===== config.mk =====
export PLATFORM = sky130hd
export DESIGN_NAME = call_stack_unit
export DESIGN_NICKNAME = d
export VERILOG_FILES = /design/src/rtl/call_stack_unit.sv
export SDC_FILE = /design/constraint.sdc
export NUM_CORES = 1
export LEC_CHECK = 0
export ABC_AREA = 1
export BUFFER_PORTS_ARGS = -buffer_cell sky130_fd_sc_hd__buf_2
export CORE_MARGIN = 4
export CORE_UTILIZATION = 30
export DETAILED_ROUTE_END_ITERATION = 6
export GPL_ROUTABILITY_DRIVEN = 0
export PLACE_DENSITY = 0.52
export REMOVE_ABC_BUFFERS = 1
export SLEW_MARGIN = 20
export SYNTH_ARGS = -nofsm -noshare
export SYNTH_HDL_FRONTEND = slang
export SYNTH_SLANG_ARGS = --single-unit

===== constraint.sdc =====
create_clock -name clk -period 7.9 [get_ports clk]
set_input_delay 0.79 -clock clk [delete_from_list [all_inputs] [get_ports clk]]
set_output_delay 0.79 -clock clk [all_outputs]
set_load 0.02 [all_outputs]

===== src/rtl/call_stack_unit.sv =====
// Return-address stack: circular buffer with full/empty status, sticky errors, tail-call replace and flush.
// Define CALL_STACK_WRAP_EN to overwrite the oldest entry on a full push instead of dropping it.
module call_stack_unit #(
    parameter int ADDR_W = 16,
    parameter int DEPTH  = 8,
    localparam int CNT_W = $clog2(DEPTH + 1)
) (
    input  logic              clk,
    input  logic              rst,
    input  logic              push,
    input  logic              pop,
    input  logic              flush,
    input  logic [ADDR_W-1:0] push_data,
    output logic [ADDR_W-1:0] ret_addr,
    output logic              ret_valid,
    output logic [ADDR_W-1:0] top,
    output logic [CNT_W-1:0]  count,
    output logic              empty,
    output logic              full,
    output logic              ovf_err,
    output logic              unf_err,
    output logic              wrapped
);

    localparam int PTR_W = $clog2(DEPTH);

    logic [ADDR_W-1:0] mem [DEPTH];

    logic [PTR_W-1:0]  wr_ptr_q, wr_ptr_d;
    logic [CNT_W-1:0]  count_q, count_d;
    logic [ADDR_W-1:0] ret_addr_q, ret_addr_d;
    logic              ret_valid_q, ret_valid_d;
    logic              ovf_err_q, ovf_err_d;
    logic              unf_err_q, unf_err_d;
    logic              wrapped_q, wrapped_d;

    logic              mem_we;
    logic [PTR_W-1:0]  mem_waddr;
    logic [PTR_W-1:0]  ptr_dec;
    logic              is_empty;
    logic              is_full;

    assign ptr_dec  = wr_ptr_q - 1'b1;
    assign is_empty = (count_q == '0);
    assign is_full  = (count_q == CNT_W'(DEPTH));

    // Top is read combinationally so the control unit can see it without a cycle of latency.
    assign top       = is_empty ? '0 : mem[ptr_dec];
    assign count     = count_q;
    assign empty     = is_empty;
    assign full      = is_full;
    assign ret_addr  = ret_addr_q;
    assign ret_valid = ret_valid_q;
    assign ovf_err   = ovf_err_q;
    assign unf_err   = unf_err_q;
    assign wrapped   = wrapped_q;

    always_comb begin
        wr_ptr_d    = wr_ptr_q;
        count_d     = count_q;
        ret_addr_d  = ret_addr_q;
        ret_valid_d = 1'b0;
        ovf_err_d   = ovf_err_q;
        unf_err_d   = unf_err_q;
        wrapped_d   = 1'b0;
        mem_we      = 1'b0;
        mem_waddr   = wr_ptr_q;

        if (flush) begin
            wr_ptr_d  = '0;
            count_d   = '0;
            ovf_err_d = 1'b0;
            unf_err_d = 1'b0;
        end else begin
            case ({push, pop})
                2'b10: begin
                    if (!is_full) begin
                        mem_we   = 1'b1;
                        wr_ptr_d = wr_ptr_q + 1'b1;
                        count_d  = count_q + 1'b1;
                    end else begin
`ifdef CALL_STACK_WRAP_EN
                        mem_we    = 1'b1;
                        wr_ptr_d  = wr_ptr_q + 1'b1;
                        wrapped_d = 1'b1;
`else
                        ovf_err_d = 1'b1;
`endif
                    end
                end
                2'b01: begin
                    if (!is_empty) begin
                        ret_addr_d  = top;
                        ret_valid_d = 1'b1;
                        wr_ptr_d    = ptr_dec;
                        count_d     = count_q - 1'b1;
                    end else begin
                        unf_err_d = 1'b1;
                    end
                end
                2'b11: begin
                    ret_valid_d = 1'b1;
                    if (!is_empty) begin
                        // Tail call: return the old top and overwrite it in place.
                        ret_addr_d = top;
                        mem_we     = 1'b1;
                        mem_waddr  = ptr_dec;
                    end else begin
                        ret_addr_d = push_data;
                    end
                end
                default: ;
            endcase
        end
    end

    always_ff @(posedge clk) begin
        if (rst) begin
            wr_ptr_q    <= '0;
            count_q     <= '0;
            ret_addr_q  <= '0;
            ret_valid_q <= 1'b0;
            ovf_err_q   <= 1'b0;
            unf_err_q   <= 1'b0;
            wrapped_q   <= 1'b0;
        end else begin
            wr_ptr_q    <= wr_ptr_d;
            count_q     <= count_d;
            ret_addr_q  <= ret_addr_d;
            ret_valid_q <= ret_valid_d;
            ovf_err_q   <= ovf_err_d;
            unf_err_q   <= unf_err_d;
            wrapped_q   <= wrapped_d;
        end
    end

    always_ff @(posedge clk) begin
        if (mem_we && !rst) begin
            mem[mem_waddr] <= push_data;
        end
    end

endmodule


* Word level (Yosys, flattened, before mapping) *
Memories as Yosys holds them, arrays and structs flattened.
Index checks and enable logic that the tools add are counted.

storage, ports and cells
  bits in writable memories = 128
  word-level logic and storage cells = 48
  output and inout bits = 42
  register bits after elaboration = 26
  memories kept = 1

memories
  name  depth  bits a word  read ports  clocked after memory_dff  wr ports  RTL line  source
  mem   8      16           1           0                         1         27        logic [ADDR_W-1:0] mem [DEPTH];

operators by class
  muxes and demuxes = 19
  eq/ne operators = 6
  bitwise gates (word level) = 1
  add/subtract/negate cells = 4
  reduce and logical (&&, ||, !) cells = 11

operator list
  operator                                                             count
  16-bit 2-to-1 mux                                                    3
  16-bit one-hot mux with 2 select lines                               1
  3-bit 2-to-1 mux                                                     4
  4-bit 2-to-1 mux                                                     2
  4-bit one-hot mux with 2 select lines                                1
  3-bit one-hot mux with 2 select lines                                1
  2-bit AND reduction                                                  3
  3-bit AND reduction                                                  2
  1-bit 2-to-1 mux                                                     5
  4-bit by 1-bit adder with 4-bit output (second input constant)       1
  2-bit == test (second input constant)                                2
  4-bit == test (second input constant)                                1
  4-bit logical NOT                                                    1
  2-bit inequality test (second input constant)                        2
  1-bit one-hot mux with 2 select lines                                2
  2-bit nonzero test                                                   2
  4-bit by 1-bit subtractor with 4-bit output (second input constant)  1
  3-bit by 1-bit adder with 3-bit output (second input constant)       1
  3-bit by 1-bit subtractor with 3-bit output (second input constant)  1
  2-bit by 1-bit == test with 1-bit output (second input constant)     1
  2-bit OR reduction                                                   1
  1-bit logical AND                                                    1
  1-bit logical NOT                                                    1
  1-bit NOT                                                            1

* Longest topological paths before layout *
  depth after elaboration = 7
  gate-level depth with buffers = 15

* Worst setup path before layout *
No wires, ideal clock.

  path kind = register to register
  from = register wr_ptr_q[0]
  to = memory mem[0][0] (enable)
  data arrival time = 2.387 ns
  buffers on the path = 4
  required time = 7.512 ns
  cell stages (with the launch flop) = 11
  clock period less this slack = 2.776 ns
  library setup time = 0.388 ns
  slack = 5.124 ns
  cell sequence = dfxtp_1 > inv_2 > buf_4 > buf_4 > ha_1 > buf_4 > clkbuf_1 > nand3_1 > nand2_1 > nand2_1 > nor2_1

between the ends
  longest elaborated chain between the ends = 4

ends and longest elaborated chain
  element                                      RTL line  source
  start, declared                              29        logic [PTR_W-1:0] wr_ptr_q, wr_ptr_d;
  start signal, assigned                       127       wr_ptr_q <= wr_ptr_d;
  3-bit by 1-bit subtractor with 3-bit output  43        assign ptr_dec = wr_ptr_q - 1'b1;
  3-bit 2-to-1 mux                             --
  3-bit 2-to-1 mux                             75        case ({push, pop})
  3-bit 2-to-1 mux *                           69        if (flush) begin
  end, declared                                27

Every way passes the cells marked *; elsewhere a longest branch is shown, timed or not.

* Worst setup path in the final report *
  from = register wr_ptr_q[0]
  to = output port top[10]

between the ends
  longest elaborated chain between the ends = 3

ends and longest elaborated chain
  element                                      RTL line  source
  3-bit by 1-bit subtractor with 3-bit output  43
  memory 8 x 16 bit                            --
  16-bit 2-to-1 mux                            48        assign top = is_empty ? '0 : mem[ptr_dec];
  end, declared                                16        output logic [ADDR_W-1:0] top,

No other way between the ends.

==> results.md <==
- Worst EP arrival: 3.01 ns
- Netlist Area Pre-Place: 0.00692 mm^2
- Final Setup Violations: 0
- Fin Hold WS: 0.454 ns
- Worst path max stage delay: 0.54 ns
- Power Dens Cells: 229 mW/mm^2
- Synthesized-area fraction occupied by adder cells: 1.01%
- Area leader, netlist: edfxtp_1
- CTS Buffer Depth: 2
- Ranking of synthesized cells by area: edfxtp_1 56%, nand2_1 15%, dfxtp_1 7.5%
- Avg Vias per Cell: 4.37
- Die ar.: 0.0256 mm^2
- RSZ-0062 raised after global routing: no
- Multiplexer share of the synthesized area: 0%
- Root buf cell: clkbuf_16
- Simple-Gate Fraction of Synth Area: 22.6%
- Setup TNS Final: 0 ns
- Starting DRT DRC Count: 405
- CTS Hold Bufs: 0
- Synth Area in Compound Gates: 4.55%
- Crit Path Class: reg2out
- Seq/Total Area, Yosys: 63.0%
- H-tree Lvls: 4
- Drt drc: 0
- Synthesized flop and latch total: 154
- Lkg Pwr: 3.63 nW
- Largest family of logic cells by synthesized area: simple AND/OR/NAND/NOR gates
- Layout area overhead: 16.5%
- Core area: 0.0226 mm^2
- Final WL: 16700 um
- WP buf/inv: 5
- Final ANT Viol Nets: 0
- F_max: 263 MHz
- Total global routing overflow: 0
- Post-Route Skew: 0.00650 ns
- Clock Sinks: 154
- Post-Synthesis Cells: 757
- Die X: 160 um
- Nets: 843
- GRT Overall Usage: 13.6%
- Slew Limit Fails: 0
- Ports: 63
- Worst Setup End Kind: primary output
- Highest-count cells in the layout ignoring fill and taps: 273 x nand2_1, 128 x edfxtp_1, 100 x inv_1
- Syn Area/Cell: 9.15 um^2
- Minimum clock period: 3.80 ns
- Synth Warn #: 0
- Wire length per cell: 15.0 um
- Crit path cell chain: inv_2, buf_4, ha_1, inv_1, buf_4, nand2_1, o21ai_1, nand2_1, nand2_1, buf_2
- I/O Buffers: 61
- CTS tree: done
- TritonRoute pass-1 iters: 4
- Post-DP HPWL: 9840 um
- Worst skew pair latency: 0.41 ns
- Post-synthesis xor/xnor area fraction: 0.379%
- R2R Setup Slk: 4.66 ns
- Proportion of layout cells with a drive suffix above 1: 14.2%
- Pin count of the biggest net entering global routing: 69
- CP max FO: 66
- First-pass GRT wire length: 27100 um
- Crit path required time: 7.11 ns
- Max-cap violations: 0
- Startpoint types: flip-flop
- Initial core utilization: 30.6%
- Final hold violation count: 0
- Total CTS buffers: 17
- Initial antenna violation count: 0
- Antenna cell count: 0
- Most common cell after layout, fill and taps aside: nand2_1
- Most used cell, CP: nand2_1
- Post-CTS Resized: 0
- Slew @ Worst Pin: 0.835 ns
- Status: finished, final reports clean
- Post-CTS Setup Inserts: 0
- Post-synthesis cell type count: 24
- Top-area cell type share of the netlist area: 55.5%
- Via Count: 4878
- HP Class: reg2reg
- Row cnt: 55
- CTS clock-pin slew for the worst setup and hold paths: 0.06 ns
- Peak supply drop: 0.131 mV
- Vias in the first global route: 4763
- Cell family with most CP delay: buffers and inverters
- CP max-delay cell: buf_4
- Die H: 160 um
- Fin crit share: 48.2%
- Slew HR: 44.3%
-- flip-flops by register name, summed over array words and instances (netlist names) --
signal	cells
mem	128
ret_addr	16
count	4
wr_ptr_q	3
ovf_err	1
ret_valid	1
unf_err	1
-- per-stage QoR --
stage	power, mW	instances	utilization [%]	instance area (um^2)	setup slack, ns
finish	1.84	1115	35.6	8070	4.10
CTS	1.86	1115	35.6	8060	4.01
global placement	1.09	1083	33.1	7500	4.48
global route	1.93	1115	35.6	8070	3.80
floorplan	1.02	727	-	6760	3.20
detailed placement	1.09	1083	33.2	7510	4.47
-- synth_stat cells (all sizes together) --
cell type / count
nand2: 278
xor2: 3
dfxtp: 26
inv: 108
o21ai: 37
buf: 25
clkbuf: 5
nand3: 43
a21oi: 26
edfxtp: 128
nor2: 71
conb: 1
fa: 1
clkinv: 1
ha: 4
-- worst reg2reg max path, cell delays in order (launching register included) --
cell	delay, ns
dfxtp_2	0.32
inv_2	0.04
buf_4	0.54
ha_1	0.39
buf_4	0.28
nand3_1	0.15
nand2_1	0.10
inv_1	0.09
nand2_1	0.09
nor2_2	0.65
buf_4	0.30
-- logic make-up (layout without fill, tap and decap cells) --
kind of cell    after synthesis  count (layout)
flops                       154             154
compound gates               63              63
xor+xnor                      3               3
simple gates                392             392
other cells                   1               1
fa+ha+maj                     5               5
buf+inv                     139             212
-- final cells by class --
type,instances,area (um^2)
fill,2312,14600
sequential,154,4370
multi-input combinational,464,2000
clock buffer,29,510
inverter,109,409
timing repair buffer,71,380
tap,285,357
clock inverter,3,40.0
-- final timing paths --
kind,to,cells after the start,start
hold / removal,ovf_err$_SDFFE_PP0N_,2,ovf_err$_SDFFE_PP0N_
setup reg to reg,mem[7][5]$_DFFE_PP_,10,wr_ptr_q[0]$_SDFFE_PP0P_
setup / recovery,top[10],10,wr_ptr_q[0]$_SDFFE_PP0P_
hold reg to reg,ovf_err$_SDFFE_PP0N_,2,ovf_err$_SDFFE_PP0N_
-- power by group --
group / switching, mW / total, mW / leakage [nW] / internal (mW)
registers: 0.00531 / 0.895 / 1.36 / 0.890
logic: 0.127 / 0.176 / 2.00 / 0.0489
clock network: 0.305 / 0.772 / 0.270 / 0.467
total: 0.437 / 1.84 / 3.63 / 1.41
-- layer usage --
layer  vias to the layer above  part of all wire (%)  GRT usage [%]
li1                       2515                     -              -
met1                      2262                    49           19.7
met2                        93                    46           20.9
met3                         8                   3.8           2.79
met4                         0                  0.81           3.56
met5                         -                     0              0
Power figures use the tool's default switching activity.
